==> config.mk <==
export PLATFORM = sky130hd
export DESIGN_NAME = booth_ctrl_flat
export DESIGN_NICKNAME = d
export VERILOG_FILES = /design/src/rtl/booth_ctrl_if.sv /design/src/rtl/booth_ctrl.sv /design/src/flat_wrapper.sv
export SDC_FILE = /design/constraint.sdc
export NUM_CORES = 1
export LEC_CHECK = 0
export ABC_CLOCK_PERIOD_IN_PS = 3900
export BUFFER_PORTS_ARGS = -buffer_cell sky130_fd_sc_hd__buf_2
export CAP_MARGIN = 20
export CORE_MARGIN = 1.5
export CORE_UTILIZATION = 50
export DETAILED_ROUTE_END_ITERATION = 8
export PLACE_DENSITY = 0.76
export SETUP_SLACK_MARGIN = 0.5
export SKIP_LAST_GASP = 1
export SYNTH_ARGS = -nofsm -noshare
export SYNTH_HDL_FRONTEND = slang
export SYNTH_SLANG_ARGS = --single-unit
==> constraint.sdc <==
create_clock -name clk -period 3.9 [get_ports clk]
set_input_delay 0.78 -clock clk [delete_from_list [all_inputs] [get_ports clk]]
set_output_delay 0.78 -clock clk [all_outputs]
set_load 0.05 [all_outputs]
==> src/rtl/booth_ctrl_if.sv <==
// Command/status bundle between the Booth controller and its A/Q/M datapath.
// The slave side is the controller; the master side is whoever requests and feeds status.
interface booth_ctrl_if;
   logic start;
   logic q0;
   logic q_m1;
   logic clr_a;
   logic ld_m;
   logic ld_q;
   logic ld_sum;
   logic sub;
   logic sh_r;
   logic oe_a;
   logic oe_q;
   logic ready;
   logic done;

   modport master (
      output start, q0, q_m1,
      input  clr_a, ld_m, ld_q, ld_sum, sub, sh_r, oe_a, oe_q, ready, done
   );

   modport slave (
      input  start, q0, q_m1,
      output clr_a, ld_m, ld_q, ld_sum, sub, sh_r, oe_a, oe_q, ready, done
   );
endinterface

==> src/rtl/booth_ctrl.sv <==
// Radix-2 Booth sequential multiplier control unit: sequences operand load,
// WIDTH test/add-sub/shift iterations and the two-cycle result readout.
module booth_ctrl #(
   parameter int unsigned WIDTH = 8,
   parameter int unsigned CNT_W = $clog2(WIDTH)
) (
   input logic         clk,
   input logic         rst_b,
   booth_ctrl_if.slave bus
);

   typedef enum logic [2:0] {
      S_IDLE,
      S_LD_M,
      S_LD_Q,
      S_TEST,
      S_ADD,
      S_SHIFT,
      S_OUT_A,
      S_OUT_Q
   } state_t;

   typedef struct packed {
      logic clr_a;
      logic ld_m;
      logic ld_q;
      logic ld_sum;
      logic sub;
      logic sh_r;
      logic oe_a;
      logic oe_q;
      logic ready;
      logic done;
   } strobes_t;

   state_t           state_q, state_d;
   logic [CNT_W-1:0] cnt_q, cnt_d;
   logic             mode_q, mode_d;
   strobes_t         strb_q, strb_d;

   // Outputs are a pure decode of the state; registering the decode of the
   // next state keeps them Moore while coming straight from flops.
   function automatic strobes_t decode(input state_t s, input logic mode);
      strobes_t o;
      o = '0;
      case (s)
         S_IDLE:  o.ready  = 1'b1;
         S_LD_M:  begin o.ld_m = 1'b1; o.clr_a = 1'b1; end
         S_LD_Q:  o.ld_q   = 1'b1;
         S_ADD:   begin o.ld_sum = 1'b1; o.sub = mode; end
         S_SHIFT: o.sh_r   = 1'b1;
         S_OUT_A: o.oe_a   = 1'b1;
         S_OUT_Q: begin o.oe_q = 1'b1; o.done = 1'b1; end
         default: o = '0;
      endcase
      return o;
   endfunction

   always_comb begin
      state_d = state_q;
      cnt_d   = cnt_q;
      mode_d  = mode_q;
      case (state_q)
         S_IDLE:  if (bus.start) state_d = S_LD_M;
         S_LD_M:  begin cnt_d = '0; state_d = S_LD_Q; end
         S_LD_Q:  state_d = S_TEST;
         S_TEST: begin
            // 10 -> subtract, 01 -> add, equal bits -> shift only
            if (bus.q0 != bus.q_m1) begin
               mode_d  = bus.q0;
               state_d = S_ADD;
            end else begin
               state_d = S_SHIFT;
            end
         end
         S_ADD:   state_d = S_SHIFT;
         S_SHIFT: begin
            if (cnt_q == CNT_W'(WIDTH - 1)) begin
               state_d = S_OUT_A;
            end else begin
               cnt_d   = cnt_q + CNT_W'(1);
               state_d = S_TEST;
            end
         end
         S_OUT_A: state_d = S_OUT_Q;
         S_OUT_Q: state_d = S_IDLE;
         default: state_d = S_IDLE;
      endcase
      strb_d = decode(state_d, mode_d);
   end

   always_ff @(posedge clk or negedge rst_b) begin
      if (!rst_b) begin
         state_q <= S_IDLE;
         cnt_q   <= '0;
         mode_q  <= 1'b0;
         strb_q  <= decode(S_IDLE, 1'b0);
      end else begin
         state_q <= state_d;
         cnt_q   <= cnt_d;
         mode_q  <= mode_d;
         strb_q  <= strb_d;
      end
   end

   assign bus.clr_a  = strb_q.clr_a;
   assign bus.ld_m   = strb_q.ld_m;
   assign bus.ld_q   = strb_q.ld_q;
   assign bus.ld_sum = strb_q.ld_sum;
   assign bus.sub    = strb_q.sub;
   assign bus.sh_r   = strb_q.sh_r;
   assign bus.oe_a   = strb_q.oe_a;
   assign bus.oe_q   = strb_q.oe_q;
   assign bus.ready  = strb_q.ready;
   assign bus.done   = strb_q.done;

endmodule

==> src/flat_wrapper.sv <==
// flat-port wrapper written by rule: the top's interface ports become plain ports
module booth_ctrl_flat 
#(
   parameter int unsigned WIDTH = 8,
   parameter int unsigned CNT_W = $clog2(WIDTH)
)
  (clk, rst_b, bus_start, bus_q0, bus_q_m1, bus_clr_a, bus_ld_m, bus_ld_q, bus_ld_sum, bus_sub, bus_sh_r, bus_oe_a, bus_oe_q, bus_ready, bus_done);
  booth_ctrl_if bus_i ();
  input logic clk;
  input logic rst_b;
  input wire logic [$bits(bus_i.start)-1:0] bus_start;
  input wire logic [$bits(bus_i.q0)-1:0] bus_q0;
  input wire logic [$bits(bus_i.q_m1)-1:0] bus_q_m1;
  output wire logic [$bits(bus_i.clr_a)-1:0] bus_clr_a;
  output wire logic [$bits(bus_i.ld_m)-1:0] bus_ld_m;
  output wire logic [$bits(bus_i.ld_q)-1:0] bus_ld_q;
  output wire logic [$bits(bus_i.ld_sum)-1:0] bus_ld_sum;
  output wire logic [$bits(bus_i.sub)-1:0] bus_sub;
  output wire logic [$bits(bus_i.sh_r)-1:0] bus_sh_r;
  output wire logic [$bits(bus_i.oe_a)-1:0] bus_oe_a;
  output wire logic [$bits(bus_i.oe_q)-1:0] bus_oe_q;
  output wire logic [$bits(bus_i.ready)-1:0] bus_ready;
  output wire logic [$bits(bus_i.done)-1:0] bus_done;
  assign bus_i.start = bus_start;
  assign bus_i.q0 = bus_q0;
  assign bus_i.q_m1 = bus_q_m1;
  assign bus_clr_a = bus_i.clr_a;
  assign bus_ld_m = bus_i.ld_m;
  assign bus_ld_q = bus_i.ld_q;
  assign bus_ld_sum = bus_i.ld_sum;
  assign bus_sub = bus_i.sub;
  assign bus_sh_r = bus_i.sh_r;
  assign bus_oe_a = bus_i.oe_a;
  assign bus_oe_q = bus_i.oe_q;
  assign bus_ready = bus_i.ready;
  assign bus_done = bus_i.done;
  booth_ctrl #(.WIDTH(WIDTH), .CNT_W(CNT_W)) u_core (.clk(clk), .rst_b(rst_b), .bus(bus_i));
endmodule
---- Yosys cells after proc, flatten, opt, wreduce, memory -nomap -nowiden ----
Cells that the tools add are included.
storage, ports and cells
  register bits after elaboration ......... 16
  output and inout bits ................... 10
  logic and storage cells ................. 48
operators by class
  $add $sub $neg .......................... 1
  equality and inequality tests ........... 16
  muxes and demuxes ....................... 15
  reduce and logical (&&, ||, !) cells .... 4
operator list
  operator                                                                number
  3-bit equality test (second input constant)                             9
  3-bit one-hot mux with 8 select lines                                   1
  3-bit by 2-bit equality test with 1-bit output (second input constant)  3
  3-bit 2-to-1 mux                                                        3
  1-bit 2-to-1 mux                                                        8
  3-bit by 1-bit equality test with 1-bit output (second input constant)  2
  3-bit logical NOT                                                       2
  3-bit one-hot mux with 2 select lines                                   1
  2-bit 2-to-1 mux                                                        2
  3-bit by 1-bit adder with 3-bit output (second input constant)          1
  2-bit != test (second input constant)                                   1
  2-bit AND reduction                                                     1
  2-bit nonzero test                                                      1
  1-bit != test                                                           1

---- Logic depth before layout (Yosys ltp) ----
Gate-level depths: netlist of the first run.
  depth in word-level cells ............... 5
  mapped depth ............................ 6
  depth with buffers taken out ............ 6

---- Least setup slack after synthesis of the first run ----
OpenSTA, ideal clock, no wires.
  kind .................................... input -> register
  from .................................... in bus_start
  to ...................................... reg u_core.strb_q, in the netlist u_core.bus.sub
  arrival ................................. 1.628 ns
  slack ................................... 2.192 ns
  stages on the path ...................... 4
  path through ............................ or4b_4 o211ai_4 nand2b_4 nor3b_2
RTL lines
  item                  line                RTL
  from (decl)           flat_wrapper.sv:11  input wire logic [$bits(bus_i.start)-1:0] bus_start;
  to (signal assigned)  booth_ctrl.sv:97    strb_q <= decode(S_IDLE, 1'b0);
  to (signal assigned)  booth_ctrl.sv:102   strb_q <= strb_d;
  to (decl)             booth_ctrl.sv:39    strobes_t strb_q, strb_d;

---- Worst setup path after layout of the first run ----
  from .................................... reg u_core.cnt_q[0]
  to ...................................... reg u_core.strb_q, in the netlist u_core.bus.clr_a
on the way
  word-level cells in the longest chain between the ends .. 5
ends and longest elaborated chain
  item                                            line               RTL
  from (decl)                                     booth_ctrl.sv:37   logic [CNT_W-1:0] cnt_q, cnt_d;
  from (signal assigned)                          booth_ctrl.sv:100  cnt_q <= cnt_d;
  3-bit equality test                             booth_ctrl.sv:78   if (cnt_q == CNT_W'(WIDTH - 1)) begin
  3-bit 2-to-1 mux                                booth_ctrl.sv:78
  3-bit one-hot mux with 8 select lines           booth_ctrl.sv:63   case (state_q)
  via u_core.state_d[0]                           booth_ctrl.sv:36   state_t state_q, state_d;
  3-bit by 1-bit equality test with 1-bit output  booth_ctrl.sv:46   case (s)
  2-bit 2-to-1 mux                                booth_ctrl.sv:46
The timed path passes the listed nets, and every way through them passes these cells.
A chain may end at the register's enable or synchronous reset.

==> impl_metrics.toml, run 1 <==
[outcome]
outcome = "finished clean"

[clocking]
cts_resized = 0
tritoncts = "yes"
clock-sinks = 15
cts-buffers-inserted = 3
hold_buffers = 0
cts_max_level = 1
path_clk_slew_ps = 90
clock_latency_ps = 280
cts_root_buf = "clkbuf_4"
cts_buffer_depth = 2
post-cts-setup-buffer-count = 0

[floorplan]
fp.dieW_um = 41.56
dieHeight_um = 41.56
dieArea_mm2 = 0.001727
core_mm2 = 0.001350
start_util_pct = 55.05
num_rows = 13
ios = 15

[worst_setup_path]
start_kind = "flip-flop"
rr_worst_depth = 6
endpoint_kind = "flip-flop"
path_class = "flip-flop to flip-flop"
endpoint = "u_core.bus.clr_a$_DFF_PN0_"
rrSetupSlack_ps = 2040
required_ps = 4100
crit_path_max_fanout = 8
r2r_end = "u_core.bus.clr_a$_DFF_PN0_"
crit_start = "u_core.cnt_q[0]$_DFFE_PN0P_"
rr_startpoint = "u_core.cnt_q[0]$_DFFE_PN0P_"
cp_data_arrival_time_ps = 2060

[synthesis]
ys_seq_elements = 15
syn_area_per_cell_um2 = 11.99
synth_top_family_by_area = "compound AO/OA/AOI/OAI gates"
synthCells = 62
syn_area_um2 = 743.2
seq_area_frac_synth_pct = 50.67
synth_compound_area_share_pct = 16.33
synthXorXnorAreaFrac_pct = 1.178
yosys_warnings = 0
synth.net_count = 73
synthMuxAreaShare_pct = 1.347
ys_types = 28
synth-adder-area-share_pct = 10.10
yosys.area_share.simple_pct = 15.32

[detailed_routing]
wl_per_cell_um = 12.90
drt_first_pass_iters = 4
postRouteAntennaNets = 0
drt_iter0_drc = 4
drt-total-wl_um = 1200
drc = 0
viasPerCell = 5.387
num_vias = 501

[placed_design]
gp_congestion = 0.7266
place_hpwl_um = 881.8
io_buffer_count = 14

[final_layout]
final_cell_mix = "buf_2 (14), dfrtp_1 (14), inv_1 (6), ha_1 (6), nor2_1 (4)"
n_antenna_cell = 0
largestRegisters = "u_core.cnt_q x3, u_core.state_q x3"
fillers = 100
layout-drive-gt1-share_pct = 35.90
layout.nets = 90
area_delta_synth_final_pct = 13.64

[sta]
timing_hold_violations_final = 0
drv_slew = 0
period_share_pct = 47.79
finalSetupViolCount = 0
rsz0062_at_grt = "no"
clock_skew_ps = 2.057
final.setup.tns_ps = 0
max_slew_margin_pct = 75.30
fin_crit_ps = 1864
tightestPinTransition_ps = 368.3
fmax_mhz = 536.5

[global_routing]
grt_pass1_vias = 469
grt-ovfl-total = 0
grt_pass1_wl_um = 2090
antenna_found_initial = 0
grt_usage_pct = 15.77
grt_max_degree = 16

[min_path]
hold_class = "input port to asynchronous set/reset pin"

[run]
maxCapViolations = 0
==> cells in the mapped netlist <==
cell / number / area share [%]
a211oi_1: 1 / 1.0
a211oi_2: 2 / 3.4
a21oi_1: 2 / 1.3
a21oi_2: 1 / 1.2
a22oi_1: 2 / 2.0
and2b_2: 1 / 1.2
and3_1: 1 / 0.84
and3_2: 1 / 1.0
buf_4: 2 / 2.0
dfrtp_1: 14 / 47
dfstp_2: 1 / 3.5
ha_1: 6 / 10
inv_1: 6 / 3.0
mux2i_1: 1 / 1.3
nand2_1: 1 / 0.50
nand2b_1: 1 / 0.84
nand2b_4: 1 / 1.9
nor2_1: 4 / 2.0
nor2b_1: 1 / 0.84
nor3_1: 1 / 0.67
nor3b_1: 2 / 2.0
nor3b_2: 1 / 1.7
o211ai_4: 1 / 2.9
o21ai_0: 2 / 1.3
o21ai_1: 1 / 0.67
o22ai_1: 3 / 2.5
or4b_4: 1 / 1.9
xnor2_1: 1 / 1.2
==> worst max-delay path: stages (launching register included) <==
cell and delay, ps:
dfrtp_1 400, ha_1 210, ha_1 230, and2b_2 270, o21ai_1 110, a21oi_2 320, nor3b_1 240
==> final cells by class <==
type,instances,area (um2),share of cell area (%)
Tap cell,15,18.77,2.222
Timing Repair Buffer,14,70.07,8.296
Clock buffer,3,22.52,2.667
Sequential cell,15,376.6,44.59
Clock inverter,1,5.005,0.5926
Inverter,6,22.52,2.667
Multi-Input combinational cell,39,329.1,38.96
==> layer usage <==
layer,share of wire (%),GRT usage (%),vias up
met3,4.0,3.913,2
met2,48,24.69,11
li1,-,-,250
met5,0,0,-
met4,0.33,5.806,0
met1,48,21.20,238
==> through the flow <==
step                      setup slack [ps]  cell area (um2)  hold slack, ps  std cells  utilization [%]
after floorplan                       2192            743.2           484.4         62                -
after global placement                2034            817.0           539.5         89            60.52
after detailed placement              2003            817.0           553.1         89            60.52
after CTS                             2031            844.6           387.2         93            62.56
after global routing                  1853            844.6           397.5         93            62.56
final                                 2036            844.6           378.2         93            62.56
==> kinds of logic after synthesis <==
kind of cell / after synthesis
adder cells (fa/ha/maj): 6
AO/OA/AOI/OAI: 15
flip-flops: 15
multiplexers: 1
buffers and inverters: 8
AND/OR/NAND/NOR: 16
XOR/XNOR: 1
==> worst min path at each step <==
stage | startpoint | slack (ps) | to
after floorplan | rst_b | 480 | u_core.bus.clr_a$_DFF_PN0_
after global routing | rst_b | 400 | u_core.mode_q$_DFF_PN0_
after CTS | rst_b | 390 | u_core.mode_q$_DFF_PN0_
after global placement | u_core.cnt_q[2]$_DFFE_PN0P_ | 540 | u_core.cnt_q[2]$_DFFE_PN0P_
final | rst_b | 380 | u_core.bus.oe_a$_DFF_PN0_
after detailed placement | u_core.cnt_q[1]$_DFFE_PN0P_ | 550 | u_core.cnt_q[1]$_DFFE_PN0P_
Power of run 1 is not shown: default switching activity piles up to over one toggle a cycle in this logic, so the estimate is an artifact.
==> run 2, diff against run 1 <==
--- a/config.mk
+++ b/config.mk
@@ -5,7 +5,7 @@
 export SDC_FILE = /design/constraint.sdc
 export NUM_CORES = 1
 export LEC_CHECK = 0
-export ABC_CLOCK_PERIOD_IN_PS = 3900
+export ABC_CLOCK_PERIOD_IN_PS = 1950
 export BUFFER_PORTS_ARGS = -buffer_cell sky130_fd_sc_hd__buf_2
 export CAP_MARGIN = 20
 export CORE_MARGIN = 1.5
==> constraint.sdc (replaced) <==
create_clock -name clk -period 1.95 [get_ports clk]
set_input_delay 0.39 -clock clk [delete_from_list [all_inputs] [get_ports clk]]
set_output_delay 0.39 -clock clk [all_outputs]
set_load 0.05 [all_outputs]
==> run 2 against run 1 <==
  * The run now ends with hold timing left
  * Clock-buffer cell count is 1 higher
  * Non-clock buffer count is 8 higher
  * Routed wire length is 13% higher
  * Design area is 16% higher
  * Maximum frequency is 12% higher
  * Hold slack worse by 390 ps
  * Worst setup slack worse by 1800 ps
  * First-iteration DRC count is 130% higher
  * Clock skew is 1.1 ps higher
  * Register-to-register slack worse by 1800 ps
==> impl_metrics.toml, run 2 (synthesized netlist as in run 1, its figures left out) <==
[worst_setup_path]
endpoint_kind = "flip-flop"
slowest_stage = "or4b_4"
path_cells = "inv_2 > ha_4 > or4b_4 > o211ai_4 > nand2b_4 > nor3b_2"
path_buf_inv = 1
slowest_delay_ps = 500
path_delay_family = "simple AND/OR/NAND/NOR gates"
start_kind = "flip-flop"
required_ps = 2160
crit_path_max_fanout = 7
path_class = "flip-flop to flip-flop"
cp_data_arrival_time_ps = 1880

[power_and_ir_drop]
peakVddDrop_mv = 1.076
power_density_mw_per_mm2 = 1930
leakagePower_nw = 0.4679

[detailed_routing]
viasPerCell = 5.535
drt-total-wl_um = 1351
drc = 0
postRouteAntennaNets = 0
wl_per_cell_um = 13.38
num_vias = 559
drt_iter0_drc = 9
drt_first_pass_iters = 4

[clocking]
tritoncts = "yes"
hold_buffers = 0
path_clk_slew_ps = 80
cts_root_buf = "clkbuf_4"
clock-sinks = 15
cts_buffer_depth = 2
cts-buffers-inserted = 3
clock_latency_ps = 280
cts_max_level = 1

[final_layout]
finalNonFillerCells = 101
fillers = 99
seqCellArea_um2 = 377.9
layout.nets = 98
final_cell_mix = "buf_2 (13), dfrtp_1 (13), buf_4 (7)"
multi_input_area_um2 = 400.4
largestRegisters = "u_core.cnt_q x3, u_core.state_q x3"
final_area_um2 = 982.2
n_antenna_cell = 0
area_delta_synth_final_pct = 32.15
layout-drive-gt1-share_pct = 52.33

[sta]
whs_ps = -9.421
tightestPinTransition_ps = 340.5
rsz0062_at_grt = "yes"
clock_skew_ps = 3.206
max_slew_margin_pct = 77.26
fmax_mhz = 599.1
period_share_pct = 85.60
final.setup.tns_ps = 0
drv_slew = 0
timing_hold_violations_final = 14
fin_crit_ps = 1669
finalSetupViolCount = 0

[placed_design]
place_hpwl_um = 945.1
gp_congestion = 0.7666
dpl_cell_area_um2 = 845.8
placedCellCount = 89
io_buffer_count = 14

[global_routing]
grt_pass1_vias = 513
grt-ovfl-total = 0
grt_max_degree = 16
antenna_found_initial = 0
grt_usage_pct = 17.20
grt_pass1_wl_um = 2180

[floorplan]
core_mm2 = 0.001350
num_rows = 13
start_util_pct = 55.05
dieArea_mm2 = 0.001727
ios = 15
dieHeight_um = 41.56
fp.dieW_um = 41.56

[run]
maxCapViolations = 0

[outcome]
outcome = "finished, violations left"
violations = "hold timing"

[min_path]
hold_class = "input port to asynchronous set/reset pin"
-- run 2: metal layers --
metal	vias to the layer above	global-route usage, %	routed length, um	share of wire [%]
li1	266	-	-	-
met1	265	21.59	574	42
met2	21	25.94	639	47
met3	7	4.783	80	5.9
met4	0	10.97	57	4.2
met5	-	0	0	0
-- run 2: what timing repair did --
item,CTS,global route
setup endpoints to repair,10,14
pin swaps,3,2
resized for setup,3,7
setup buffers,3,5
-- run 2: power breakdown --
| part | internal, mW | leakage (nW) | switching [mW] |
|---|---|---|---|
| Clock | 0.0795 | 0.0150 | 0.0941 |
| Combinational | 0.501 | 0.264 | 0.706 |
| Sequential | 0.431 | 0.189 | 0.0846 |
| Total | 1.01 | 0.468 | 0.884 |
-- run 2: worst register-to-register path: cells and delay by family, from the launching register on --
family                   cells  cell delay (ps)
AO/OA/AOI/OAI                1              140
adder cells (fa/ha/maj)      1              190
buffers and inverters        1               80
flip-flops                   1              440
AND/OR/NAND/NOR              3              750
-- run 2: path summary, 6_finish.rpt --
path | startpoint | to | slack [ps] | cells past startpoint
max | u_core.state_q[1]$_DFF_PN0_ | u_core.bus.sub$_DFF_PN0_ | 280 | 6
min | rst_b | u_core.cnt_q[2]$_DFFE_PN0P_ | -9 | 1
max reg2reg | u_core.state_q[1]$_DFF_PN0_ | u_core.bus.sub$_DFF_PN0_ | 280 | 6
min reg2reg | u_core.mode_q$_DFF_PN0_ | u_core.mode_q$_DFF_PN0_ | 590 | 2
max in group asynchronous | rst_b | u_core.bus.ready$_DFF_PN1_ | 1660 | 1
min in group clk | bus_q_m1 | u_core.mode_q$_DFF_PN0_ | 370 | 2
-- run 2: area by class of cell --
cell class,instances,area share [%]
Clock buffer,4,2.675
Tap cell,15,1.911
Sequential cell,15,38.47
Multi-Input combinational cell,39,40.76
Inverter,6,2.293
Timing Repair Buffer,22,13.89
-- run 2: metrics by stage --
step	setup slack, ps	utilization, %	power [mW]
finish	280.7	72.75	1.896
global route	219.8	72.75	2.028
CTS	287.5	67.75	1.782
detailed placement	246.4	62.65	1.490
global placement	260.6	62.65	1.464
floorplan	385.4	-	1.312
Note: power is estimated with default switching activity, not from simulation.
==> run 3, diff against run 2 <==
--- a/config.mk
+++ b/config.mk
@@ -5,13 +5,14 @@
 export SDC_FILE = /design/constraint.sdc
 export NUM_CORES = 1
 export LEC_CHECK = 0
+export ABC_AREA = 1
 export ABC_CLOCK_PERIOD_IN_PS = 1950
 export BUFFER_PORTS_ARGS = -buffer_cell sky130_fd_sc_hd__buf_2
 export CAP_MARGIN = 20
 export CORE_MARGIN = 1.5
 export CORE_UTILIZATION = 50
 export DETAILED_ROUTE_END_ITERATION = 8
-export PLACE_DENSITY = 0.76
+export PLACE_DENSITY = 0.75
 export SETUP_SLACK_MARGIN = 0.5
 export SKIP_LAST_GASP = 1
 export SYNTH_ARGS = -nofsm -noshare
==> run 3 against run 2 <==
  * The run still ends with hold timing left
  * Critical path depth is 2 higher
  * Largest cell class unchanged
  * Clock skew is 2.6 ps lower
  * Cell count is 18% higher
==> impl_metrics.toml, run 3 <==
[sta]
clock_skew_ps = 0.5742
drv_slew = 0
finalSetupViolCount = 0
timing_hold_violations_final = 14
rsz0062_at_grt = "yes"
max_slew_margin_pct = 77.84
fmax_mhz = 715.3
tightestPinTransition_ps = 332.4
period_share_pct = 71.69
fin_crit_ps = 1398
whs_ps = -5.223
final.setup.tns_ps = 0

[final_layout]
multi_input_area_um2 = 385.4
n_antenna_cell = 0
layout.nets = 115
finalNonFillerCells = 119
layout-drive-gt1-share_pct = 45.63
seqCellArea_um2 = 377.9
largestRegisters = "u_core.cnt_q x3, u_core.state_q x3"
area_delta_synth_final_pct = 20.44
post-route-util_pct = 64.37
fillers = 125
final_cell_mix = "buf_2 (13), dfrtp_1 (13), nand2_1 (12)"

[power_and_ir_drop]
power_density_mw_per_mm2 = 1845
peakVddDrop_mv = 0.8342
leakagePower_nw = 0.5203
power.total_mw = 1.769

[floorplan]
ios = 15
fp.dieW_um = 42.90
dieHeight_um = 42.90
core_mm2 = 0.001489
start_util_pct = 53.45
dieArea_mm2 = 0.001840
num_rows = 14

[worst_setup_path]
start_kind = "flip-flop"
rrSetupSlack_ps = 550
path_cells = "ha_1 > ha_2 > nand3_1 > nand2_1 > nor2_2 > nand2_4 > nand2_1 > nor2_1"
cp_data_arrival_time_ps = 1570
path_delay_family = "simple AND/OR/NAND/NOR gates"
slowest_delay_ps = 390
slowest_stage = "dfrtp_1"
endpoint_kind = "flip-flop"
path_buf_inv = 0
r2r_end = "u_core.bus.oe_a$_DFF_PN0_"
required_ps = 2130
path_class = "flip-flop to flip-flop"
rr_startpoint = "u_core.cnt_q[0]$_DFFE_PN0P_"
cpMostUsedCell = "nand2_1"
crit_path_max_fanout = 7
rr_worst_depth = 8

[placed_design]
io_buffer_count = 14
place_hpwl_um = 1000
placedCellCount = 112
gp_congestion = 0.7410

[detailed_routing]
drt_first_pass_iters = 4
postRouteAntennaNets = 0
drt-total-wl_um = 1288
wl_per_cell_um = 10.82
drt_iter0_drc = 8
num_vias = 566
viasPerCell = 4.756
drc = 0

[synthesis]
synth.net_count = 95
ys_dominant_reg_cell = "dfrtp_1"
syn_area_per_cell_um2 = 9.473
synthArstFlopShare_pct = 100.0
netlist.area_leader.share_pct = 44.03
seq_area_frac_synth_pct = 47.33
synth_common_cells = "dfrtp_1 (14), inv_1 (13), nand2_1 (12), nor2_1 (10), ha_1 (6)"
yosysTopAreaCell = "dfrtp_1"
synth_edf_count = 0
yosys_warnings = 0
synthCells = 84
ys_seq_elements = 15
synth_area_leaders = "dfrtp_1 (44%), ha_1 (9.4%), inv_1 (6.1%)"
syn_area_um2 = 795.8
yosysMostFrequentCell = "dfrtp_1"
ys_types = 20

[clocking]
tritoncts = "yes"
cts_buffer_depth = 2
cts_max_level = 1
cts_root_buf = "clkbuf_4"
path_clk_slew_ps = 90
hold_buffers = 0
clock-sinks = 15
cts-buffers-inserted = 3
clock_latency_ps = 280

[run]
maxCapViolations = 0

[global_routing]
antenna_found_initial = 0
grt_pass1_vias = 522
grt_max_degree = 16
grt_usage_pct = 16.43
grt_pass1_wl_um = 2111
grt-ovfl-total = 0

[outcome]
outcome = "finished, violations left"
violations = "hold timing"

[min_path]
hold_class = "input port to asynchronous set/reset pin"
==> run 3: report_power, final <==
part	leakage (nW)	total [mW]	switching (mW)	internal, mW
clock	0.0177	0.173	0.0967	0.0761
combinational	0.311	1.11	0.729	0.379
sequential	0.192	0.488	0.0652	0.422
total	0.520	1.77	0.891	0.878
==> run 3: layout make-up <==
type | instances | share of cell area (%)
well taps | 16 | 2.089
repair buffers | 17 | 9.922
inverters | 14 | 5.483
clock buffers | 3 | 2.350
multi-input cells | 53 | 40.21
clock inverters | 1 | 0.5222
flip-flops and latches | 15 | 39.43
==> run 3: per-stage QoR <==
step,instance area (um2),setup slack [ps]
CTS,908.4,505.2
detailed placement,870.8,507.2
finish,958.4,552.1
floorplan,795.8,602.5
global route,958.4,465.0
global placement,870.8,507.0
==> run 3: timing repair <==
action,in CTS,in global routing
buffers inserted,1,2
setup endpoints to repair,4,8
resized for setup,1,11
endpoints found under the hold margin,0,0
pin swaps,0,5
gates cloned,0,0
==> run 3: worst max path at each step <==
stage | from | endpoint | slack, ps | depth (start not counted)
2_1_floorplan | u_core.cnt_q[0]$_DFFE_PN0P_ | u_core.bus.sub$_DFF_PN0_ | 600 | 8
3_3_place_gp | u_core.cnt_q[0]$_DFFE_PN0P_ | u_core.bus.oe_a$_DFF_PN0_ | 510 | 8
3_5_place_dp | u_core.cnt_q[0]$_DFFE_PN0P_ | u_core.bus.sub$_DFF_PN0_ | 510 | 8
4_1_cts | u_core.state_q[0]$_DFF_PN0_ | u_core.bus.sub$_DFF_PN0_ | 510 | 9
5_1_grt | u_core.state_q[0]$_DFF_PN0_ | u_core.bus.sh_r$_DFF_PN0_ | 470 | 6
6_report | u_core.cnt_q[0]$_DFFE_PN0P_ | u_core.bus.oe_a$_DFF_PN0_ | 550 | 8
==> run 3: routing by layer <==
metal  up-vias  GRT usage, %  share of wire, %
li1        300             -                 -
met1       253         21.17                48
met2         9         24.24                47
met3         4         3.830               2.6
met4         0         11.25               2.6
met5         -             0                 0
==> run 3: kinds of logic after synthesis <==
logic type | synth area share, %
AOI/OAI and AO/OA | 1.886
adders and majority gates | 9.434
buffers and inverters | 8.490
DFF | 47.33
and+or+nand+nor | 32.86
